### src/rtl/alu_pkg.sv
// Shared opcodes, flag bit positions and FSM state type for the iterative ALU.
package alu_pkg;

    localparam logic [3:0] OP_ADD = 4'h1;
    localparam logic [3:0] OP_SUB = 4'h2;
    localparam logic [3:0] OP_MUL = 4'h3;
    localparam logic [3:0] OP_CMP = 4'h4;
    localparam logic [3:0] OP_INC = 4'h5;
    localparam logic [3:0] OP_DEC = 4'h6;
    localparam logic [3:0] OP_SHL = 4'h7;
    localparam logic [3:0] OP_SHR = 4'h8;
    localparam logic [3:0] OP_MOD = 4'h9;
    localparam logic [3:0] OP_AND = 4'hA;
    localparam logic [3:0] OP_OR  = 4'hB;
    localparam logic [3:0] OP_XOR = 4'hC;
    localparam logic [3:0] OP_DIV = 4'hD;

    localparam int unsigned FL_C  = 0;
    localparam int unsigned FL_SH = 1;
    localparam int unsigned FL_Z  = 2;
    localparam int unsigned FL_LT = 3;
    localparam int unsigned FL_EQ = 4;

    typedef enum logic [1:0] {
        StIdle,
        StMul,
        StDiv
    } alu_state_e;

endpackage

### src/rtl/alu_iter_muldiv.sv
// Shared shift/accumulate engine: LSB-first shift-add multiply or restoring divide,
// one step per cycle for WIDTH cycles.
module alu_iter_muldiv #(
    parameter int unsigned WIDTH = 8
) (
    input  logic             clk,
    input  logic             rst,
    input  logic             start,
    input  logic             mode,
    input  logic [WIDTH-1:0] a,
    input  logic [WIDTH-1:0] b,
    output logic             done,
    output logic [WIDTH-1:0] lo,
    output logic [WIDTH-1:0] hi
);

    localparam int unsigned CW = $clog2(WIDTH);

    logic             run_q, mode_q;
    logic [CW-1:0]    cnt_q;
    logic [WIDTH-1:0] acc_q, sr_q, op_q;
    logic [WIDTH-1:0] acc_d, sr_d;
    logic [WIDTH:0]   mul_sum, shifted, diff;

    always_comb begin
        mul_sum = {1'b0, acc_q} + (sr_q[0] ? {1'b0, op_q} : '0);
        shifted = {acc_q, sr_q[WIDTH-1]};
        diff    = shifted - {1'b0, op_q};
        if (!mode_q) begin
            acc_d = mul_sum[WIDTH:1];
            sr_d  = {mul_sum[0], sr_q[WIDTH-1:1]};
        end else if (!diff[WIDTH]) begin
            acc_d = diff[WIDTH-1:0];
            sr_d  = {sr_q[WIDTH-2:0], 1'b1};
        end else begin
            // Remainder < divisor, so a negative difference always shows up in bit WIDTH
            acc_d = shifted[WIDTH-1:0];
            sr_d  = {sr_q[WIDTH-2:0], 1'b0};
        end
    end

    // Results are the post-step values of the final iteration
    assign done = run_q && (cnt_q == '0);
    assign lo   = sr_d;
    assign hi   = acc_d;

    always_ff @(posedge clk) begin
        if (rst) begin
            run_q  <= 1'b0;
            mode_q <= 1'b0;
            cnt_q  <= '0;
            acc_q  <= '0;
            sr_q   <= '0;
            op_q   <= '0;
        end else if (start) begin
            run_q  <= 1'b1;
            mode_q <= mode;
            cnt_q  <= CW'(WIDTH - 1);
            acc_q  <= '0;
            sr_q   <= a;
            op_q   <= b;
        end else if (run_q) begin
            acc_q <= acc_d;
            sr_q  <= sr_d;
            cnt_q <= cnt_q - 1'b1;
            if (cnt_q == '0) begin
                run_q <= 1'b0;
            end
        end
    end

endmodule

### src/rtl/alu_iter.sv
// Registered ALU with start/busy/done handshake; single-cycle ops computed here,
// multiply and divide delegated to the iterative engine.
module alu_iter
    import alu_pkg::*;
#(
    parameter int unsigned WIDTH = 8
) (
    input  logic             clk,
    input  logic             rst,
    input  logic             en,
    input  logic [3:0]       opcode,
    input  logic [WIDTH-1:0] a,
    input  logic [WIDTH-1:0] b,
    output logic [WIDTH-1:0] ans,
    output logic [WIDTH-1:0] ans_hi,
    output logic [4:0]       fl,
    output logic             busy,
    output logic             done
);

    localparam logic [WIDTH-1:0] One = WIDTH'(1);

    alu_state_e       state_q, state_d;
    logic [WIDTH-1:0] ans_q, ans_d, hi_q, hi_d;
    logic [4:0]       fl_q, fl_d;
    logic             done_q, done_d;
    logic [WIDTH-1:0] sc_ans, sc_hi;
    logic [4:0]       sc_fl;
    logic             sc_zf;
    logic [WIDTH:0]   sum, dif;
    logic             md_start, md_mode, md_done;
    logic [WIDTH-1:0] md_lo, md_hi;

    alu_iter_muldiv #(
        .WIDTH(WIDTH)
    ) u_muldiv (
        .clk  (clk),
        .rst  (rst),
        .start(md_start),
        .mode (md_mode),
        .a    (a),
        .b    (b),
        .done (md_done),
        .lo   (md_lo),
        .hi   (md_hi)
    );

    always_comb begin
        sc_ans = '0;
        sc_hi  = '0;
        sc_fl  = '0;
        sc_zf  = 1'b1;
        sum    = {1'b0, a} + {1'b0, b};
        dif    = {1'b0, a} - {1'b0, b};
        unique case (opcode)
            OP_ADD: begin sc_ans = sum[WIDTH-1:0]; sc_fl[FL_C] = sum[WIDTH]; end
            OP_SUB: begin
                sc_ans = dif[WIDTH-1:0];
                sc_fl[FL_C]  = dif[WIDTH];
                sc_fl[FL_LT] = dif[WIDTH];
                sc_fl[FL_EQ] = (a == b);
            end
            OP_CMP: begin
                sc_zf = 1'b0;
                sc_fl[FL_LT] = dif[WIDTH];
                sc_fl[FL_EQ] = (a == b);
                sc_fl[FL_Z]  = (a == b);
            end
            OP_INC: begin sc_ans = a + One; sc_fl[FL_C] = &a; end
            OP_DEC: begin sc_ans = a - One; sc_fl[FL_C] = (a == '0); end
            OP_SHL: begin sc_ans = {a[WIDTH-2:0], 1'b0}; sc_fl[FL_SH] = a[WIDTH-1]; end
            OP_SHR: begin sc_ans = {1'b0, a[WIDTH-1:1]}; sc_fl[FL_SH] = a[0]; end
            // Only reached single-cycle when b == 0
            OP_MOD, OP_DIV: begin sc_ans = '1; sc_hi = a; sc_fl[FL_C] = 1'b1; end
            OP_AND: sc_ans = a & b;
            OP_OR:  sc_ans = a | b;
            OP_XOR: sc_ans = a ^ b;
            default: sc_zf = 1'b0;
        endcase
        if (sc_zf) begin
            sc_fl[FL_Z] = (sc_ans == '0);
        end
    end

    always_comb begin
        state_d  = state_q;
        ans_d    = ans_q;
        hi_d     = hi_q;
        fl_d     = fl_q;
        done_d   = 1'b0;
        md_start = 1'b0;
        md_mode  = 1'b0;
        unique case (state_q)
            StIdle: begin
                if (en) begin
                    if (opcode == OP_MUL) begin
                        state_d  = StMul;
                        md_start = 1'b1;
                    end else if ((opcode == OP_DIV || opcode == OP_MOD) && b != '0) begin
                        state_d  = StDiv;
                        md_start = 1'b1;
                        md_mode  = 1'b1;
                    end else begin
                        ans_d  = sc_ans;
                        hi_d   = sc_hi;
                        fl_d   = sc_fl;
                        done_d = 1'b1;
                    end
                end
            end
            StMul, StDiv: begin
                if (md_done) begin
                    state_d     = StIdle;
                    ans_d       = md_lo;
                    hi_d        = md_hi;
                    fl_d        = '0;
                    fl_d[FL_C]  = (state_q == StMul) && (md_hi != '0);
                    fl_d[FL_Z]  = (md_lo == '0);
                    done_d      = 1'b1;
                end
            end
            default: state_d = StIdle;
        endcase
    end

    always_ff @(posedge clk) begin
        if (rst) begin
            state_q <= StIdle;
            ans_q   <= '0;
            hi_q    <= '0;
            fl_q    <= '0;
            done_q  <= 1'b0;
        end else begin
            state_q <= state_d;
            ans_q   <= ans_d;
            hi_q    <= hi_d;
            fl_q    <= fl_d;
            done_q  <= done_d;
        end
    end

    assign ans    = ans_q;
    assign ans_hi = hi_q;
    assign fl     = fl_q;
    assign done   = done_q;
    assign busy   = (state_q != StIdle);

endmodule

### config.mk
export PLATFORM = sky130hd
export DESIGN_NAME = alu_iter
export DESIGN_NICKNAME = d
export VERILOG_FILES = /design/src/rtl/alu_pkg.sv /design/src/rtl/alu_iter_muldiv.sv /design/src/rtl/alu_iter.sv
export SDC_FILE = /design/constraint.sdc
export NUM_CORES = 1
export LEC_CHECK = 0
export CORE_ASPECT_RATIO = 0.5
export CORE_MARGIN = 2
export CORE_UTILIZATION = 50
export DETAILED_ROUTE_END_ITERATION = 8
export PLACE_DENSITY = 0.71
export SLEW_MARGIN = 40
export SYNTH_ARGS = -nofsm -noshare
export SYNTH_HDL_FRONTEND = slang
export SYNTH_SLANG_ARGS = --single-unit
### constraint.sdc
create_clock -name clk -period 4.8 [get_ports clk]
set_clock_uncertainty 0.1 [all_clocks]
set_input_delay 0.96 -clock clk [delete_from_list [all_inputs] [get_ports clk]]
set_output_delay 0.96 -clock clk [all_outputs]
set_load 0.005 [all_outputs]
==> results of run 1 <==
layer usage:
layer / track usage, % / share of wire, % / up-vias
li1: - / - / 2598
met1: 40.4 / 46 / 2583
met2: 45.5 / 45 / 222
met3: 4.91 / 7.3 / 30
met4: 7.33 / 1.7 / 0
met5: 0 / 0 / -
power by group:
| group | internal (mW) | switching [mW] | leakage [nW] | total (mW) |
|---|---|---|---|---|
| Clock | 0.194 | 0.164 | 0.0631 | 0.357 |
| Sequential | 0.482 | 0.0291 | 0.432 | 0.511 |
| Combinational | 0.253 | 0.350 | 1.79 | 0.602 |
per-stage QoR:
| step | hold WS [ns] | worst slack (ns) |
|---|---|---|
| after floorplan | 0.336 | 1.08 |
| after CTS | 0.356 | 0.784 |
| after global routing | 0.377 | 0.540 |
| after detailed placement | 0.347 | 0.483 |
| after global placement | 0.344 | 0.544 |
| final | 0.355 | 0.764 |
worst max-delay path, stage by stage:
cell	delay, ns
clkdlybuf4s50_1	0.69
inv_1	0.15
ha_1	0.37
a21oi_1	0.16
o21bai_1	0.12
a221o_1	0.36
a222oi_1	0.23
o21ai_0	0.18
or3_1	0.38
or4_1	0.41
a21oi_1	0.15
logic make-up (layout without fill, tap and decap cells):
kind of cell,count (synthesis),in the layout
adder cells (fa/ha/maj),53,53
AO/OA/AOI/OAI,222,222
multiplexers,23,23
XOR/XNOR,19,19
flip-flops,53,53
buffers and inverters,98,125
AND/OR/NAND/NOR,228,228
sequential cells by signal, indices dropped and copies added (netlist names):
name and flops:
state_q 2, u_muldiv.cnt_q 3, u_muldiv.op_q 8, ans_hi 8, u_muldiv.run_q 1, u_muldiv.acc_q 8
done 1, ans 8, u_muldiv.sr_q 8, u_muldiv.mode_q 1, fl 5
final cells by class:
type                    count  area, um2
inverters                  51        196
flip-flops and latches     53       1060
repair buffers             66        608
well taps                 140        175
clock buffers               6        129
fillers                   951       4220
clock inverters             2       15.0
multi-input cells         545       3780
placed cells by master, fill, tap and decap left out, drive strengths merged, types with 5 or more instances in the layout:
cell           count
a31oi             11
nor2b             20
a211oi            14
nor4              11
nor2              55
nand3              8
nand4             10
buf               21
a22oi              5
o21ai             34
xor2               9
a21oi             65
o21a               5
nand2             63
xnor2             10
a21o               8
clkbuf             6
clkdlybuf4s50     45
ha                48
inv               51
o2bb2ai            6
dfxtp             53
a221oi             8
o211ai            14
nor3              22
mux2i             22
nand2b             7
worst paths after layout:
kind	end	slack, ns	start	cells past startpoint
worst max-delay path	fl[2]	0.76	a[1]	11
worst min-delay path	ans[3]	0.35	ans[3]	2
worst max register to register	fl[0]	1.00	u_muldiv.sr_q[7]	11
worst min register to register	ans[3]	0.35	ans[3]	2
==> results.ini, run 1 <==
[floorplan]
die_x_um=149
dieArea_um2=11300
io_pins=46
die_h_um=76.3
initial_core_util_pct=51.3
num_rows=26
core_um2=10200

[route]
drt-initial-drc-count=521
avgViaCountPerCell=6.30
ant_nets=0
vias=5433
routed_wirelength_um=16000
dr.pass1.iters=6
drc=0
wire_per_inst_um=18.6

[cells_and_area]
syn_to_final_growth_pct=14.1
drive_gt1_share_pct=6.92
final_area_um2=5970
nNetsFinal=797
fin_util_pct=58.6
antenna_cells=0
instances_no_fill=863

[grt]
grt_start_max_net_pins=34
antenna_found_initial=0
globalRouteOverflowTotal=0
grt_pass1_wl_um=26400
grt_usage_pct=28.6
grt_pass1_vias=5070

[pwr]
peakVddDrop_mv=0.160
leakage_nw=2.28
p_total_mw=1.47
p_per_area_nw_per_um2=246

[clock_tree]
cts_num_sinks=53
cts_buffers=5
cts_setup_buffers=0
worstSkewPairLatency_ns=0.29
htreeDepth=2
post_cts_resized=0
clk_pin_slew_worst_paths_ns=0.07
cts_tree=done
clockBufferDepth=2
cts_hold_buf=0
clockRootBuffer=clkbuf_16

[place]
io_buffers=45
place_area_um2=5820
hpwlAfterDp_um=12100
dp_cells=855
globalplace.congestion=0.978

[synth]
synthArstFlopShare_pct=0
synth_nets=771
yosys.area.top_type_share_pct=20.3
synthXorXnorAreaFrac_pct=3.18
synth_compound_area_share_pct=29.3
synth_top_family_by_area=compound AO/OA/AOI/OAI gates
synth-simple-area-share_pct=22.0
synth_flop_cell=dfxtp_1
ys_seq_elements=53
synth.most_common_cell=a21oi_1
syn_area_per_cell_um2=7.51
synth_fa_ha_area_share_pct=13.2
ys_types=80
netlist_area_um2=5230
synth_area_leaders=dfxtp_1, ha_1, a21oi_1, nand2_1, mux2i_1
syn-instance-count=696
synth_common_cells=a21oi_1, nand2_1, nor2_1
yosysSeqAreaShare_pct=20.3
synth_mux_area_share_pct=4.43
ys_warn_count=0
synth_largest_area_cell=dfxtp_1
synth_edf_count=0

[timing]
fmax_mhz=248
finalSetupViolCount=0
grt_setup_unrepaired=no
drv_slew=0
worstMarginPinSlew_ns=0.861
slew_headroom_pct=42.4
post-route-min-period_ns=4.04
hold_viol=0
fin_crit_sh_pct=84.1
fin_tns_setup_ns=0

[flow_run]
max_cap_viol_count=0

[run_status]
status=complete, no violations

[critical_path]
cp_data_required_time_ns=4.93
critPathLaunchType=input pin
cp-end-kind=flip-flop
crit_type=in2reg
crit_arrival_ns=4.17
cp_max_fo=8

[min_path]
hp-class=reg2reg

Power figures use the tool's default switching activity.
==> run 2, diff against run 1 <==
clock period = 3.9 ns   (was 4.8 ns; I/O delays follow)
==> run 2 against run 1 <==
Flip-flop and latch count is the same. Clock-buffer cell count is the same. Cell area grew 5.9%. Critical endpoint unchanged. Largest cell class unchanged.
==> results.ini, run 2 (synthesized netlist as in run 1, its figures left out) <==
[run_status]
status=complete, no violations  ; unchanged

[grt]
grtUsageMet3_pct=5.81  ; was 4.91%
grt_start_max_net_pins=33  ; was 34
use_met2_pct=45.4  ; was 45.5%
gr-usage-met1_pct=40.3  ; was 40.4%
grt_pass1_wl_um=26600  ; was 26400 um
grt-busiest-layer=met2  ; unchanged
antenna_found_initial=0  ; unchanged
globalRouteOverflowTotal=0  ; unchanged
grt_pass1_vias=5270  ; was 5070
grt_usage_pct=28.8  ; was 28.6%

[clock_tree]
cts_tree=done  ; unchanged
clk_pin_slew_worst_paths_ns=0.07  ; about the same
clockBufferDepth=2  ; unchanged
htreeDepth=2  ; unchanged
cts_setup_buffers=0  ; unchanged
clockRootBuffer=clkbuf_16  ; unchanged
cts_num_sinks=53  ; unchanged
post_cts_resized=0  ; unchanged
worstSkewPairLatency_ns=0.29  ; about the same
cts_buffers=5  ; unchanged
cts_hold_buf=0  ; unchanged

[cells_and_area]
fin_util_pct=62.1  ; was 58.6%
antenna_cells=0  ; unchanged
nNetsFinal=842  ; was 797
final_common_cell=buf_4  ; was a21oi_1
instances_no_fill=908  ; was 863
fillCellCount=932  ; was 951
drive_gt1_share_pct=12.6  ; was 6.92%
final_cell_mix=buf_4, a21oi_1, nand2_1  ; was a21oi_1, nand2_1, nor2_1
syn_to_final_growth_pct=20.9  ; was 14.1%

[critical_path]
crit_arrival_ns=3.88  ; was 4.17 ns
cp_slowest_cell=clkdlybuf4s50_1  ; unchanged
cp_data_required_time_ns=4.03  ; was 4.93 ns
cp-end-kind=flip-flop  ; unchanged
cpMostUsedCell=a21oi_1  ; unchanged
critPathLaunchType=input pin  ; unchanged
slowest_delay_ns=0.52  ; was 0.69 ns
reg2reg_depth=11  ; unchanged
crit_chain=clkdlybuf4s50_1 -> inv_1 -> ha_1 -> a21oi_1 -> o21bai_1 -> a221o_1 -> a222oi_1 -> o21ai_0 -> or3_1 -> or4_1 -> a21oi_1  ; unchanged
critPathBufInv=2  ; unchanged
cp_max_fo=3  ; was 8
crit_cells=11  ; unchanged
cp_top_family=compound AO/OA/AOI/OAI gates  ; unchanged
crit_type=in2reg  ; unchanged

[floorplan]
die_h_um=76.3  ; unchanged
initial_core_util_pct=51.3  ; unchanged
dieArea_um2=11300  ; unchanged
core_um2=10200  ; unchanged
io_pins=46  ; unchanged
num_rows=26  ; unchanged
die_x_um=149  ; unchanged

[place]
dp_cells=900  ; was 855
io_buffers=45  ; unchanged
globalplace.congestion=1.09  ; was 0.978
hpwlAfterDp_um=12400  ; was 12100 um
pre_cts_ws_ns=-0.134  ; was 0.483 ns

[route]
vias=5551  ; was 5433
dr.pass1.iters=6  ; unchanged
wire_per_inst_um=17.9  ; was 18.6 um
drt-initial-drc-count=516  ; was 521
ant_nets=0  ; unchanged
avgViaCountPerCell=6.11  ; was 6.30
routed_wirelength_um=16300  ; was 16000 um
drc=0  ; unchanged

[timing]
fin_crit_sh_pct=96.2
drv_slew=0  ; unchanged
slew_headroom_pct=47.9  ; was 42.4%
post-route-min-period_ns=3.75
hold_viol=0  ; unchanged
grt_setup_unrepaired=no  ; unchanged
finalSetupViolCount=0  ; unchanged
holdWs_ns=0.352  ; was 0.355 ns
fmax_mhz=266
worstMarginPinSlew_ns=0.782  ; was 0.861 ns
finalWorstSetupSlack_ns=0.147  ; was 0.764 ns

[pwr]
p_int_mw=1.20  ; was 928 uW
p_per_area_nw_per_um2=297  ; was 246 nW/um2
clkPwrFrac_pct=24.3  ; about the same
power_frac_seq_pct=33.3  ; was 34.7%
share_comb_of_total_power_pct=42.4  ; was 41.0%
netSwitchingFraction_pct=36.0  ; was 36.9%
peakVddDrop_mv=0.213  ; was 0.160 mV
leakage_nw=2.52  ; was 2.28 nW
p_switching_uw=677  ; was 542 uW

[min_path]
hp-class=reg2reg  ; unchanged
hold_path_depth=2  ; unchanged

[flow_run]
max_cap_viol_count=0  ; unchanged

run 2: changes by cell type in the layout (fill, tap and decap cells not counted), sizes merged:
cell,previous run,this run
clkinv,0,2
buf,21,66
clkinvlp,2,0
run 2: worst paths after layout:
kind | start | end | slack (ns)
setup / recovery | a[1] | fl[2] | 0.15
hold / removal | fl[3] | fl[3] | 0.35
setup reg to reg | u_muldiv.sr_q[7] | fl[0] | 0.24
hold reg to reg | fl[3] | fl[3] | 0.35
run 2: tightest hold or removal path: cells and delay by family, from the launching register on:
kind	cells	cell delay, ns
and+or+nand+nor	1	0.05
DFF	1	0.31
AOI/OAI and AO/OA	1	0.05
run 2: power by group through the flow:
stage          logic (mW)  registers, mW  clock network (mW)
3_5_place_dp        0.781          0.637                   0
3_3_place_gp        0.771          0.636                   0
4_1_cts             0.785          0.626               0.462
2_1_floorplan       0.466          0.634                   0
5_1_grt             0.869          0.633               0.487
6_report            0.797          0.626               0.456
run 2: layer usage:
layer / wire [um] / up-vias
li1: - / 2681
met1: 7360 / 2589
met4: 324 / 0
met5: 0 / -
met3: 1350 / 35
met2: 7240 / 246
run 2: layout make-up:
| class | instances | area, um2 | area share, % |
|---|---|---|---|
| multi-input combinational | 545 | 3790 | 59.9 |
| sequential | 53 | 1060 | 16.8 |
| timing repair buffer | 111 | 946 | 15.0 |
| inverter | 51 | 196 | 3.11 |
| tap | 140 | 175 | 2.77 |
| clock buffer | 6 | 139 | 2.20 |
| clock inverter | 2 | 13.8 | 0.218 |
run 2: through the flow:
step	setup TNS [ns]	total power, mW	cell area, um2
2_1_floorplan	0	1.10	5230
3_3_place_gp	-0.0522	1.41	6150
3_5_place_dp	-0.134	1.42	6170
4_1_cts	0	1.87	6320
5_1_grt	0	1.99	6320
6_report	0	1.88	6320
==> run 3, diff against run 2 <==
CAP_MARGIN = 20   (was default)
==> results of run 3 <==
Same layout as run 2: the final DEF is identical, and so are final timing and power.
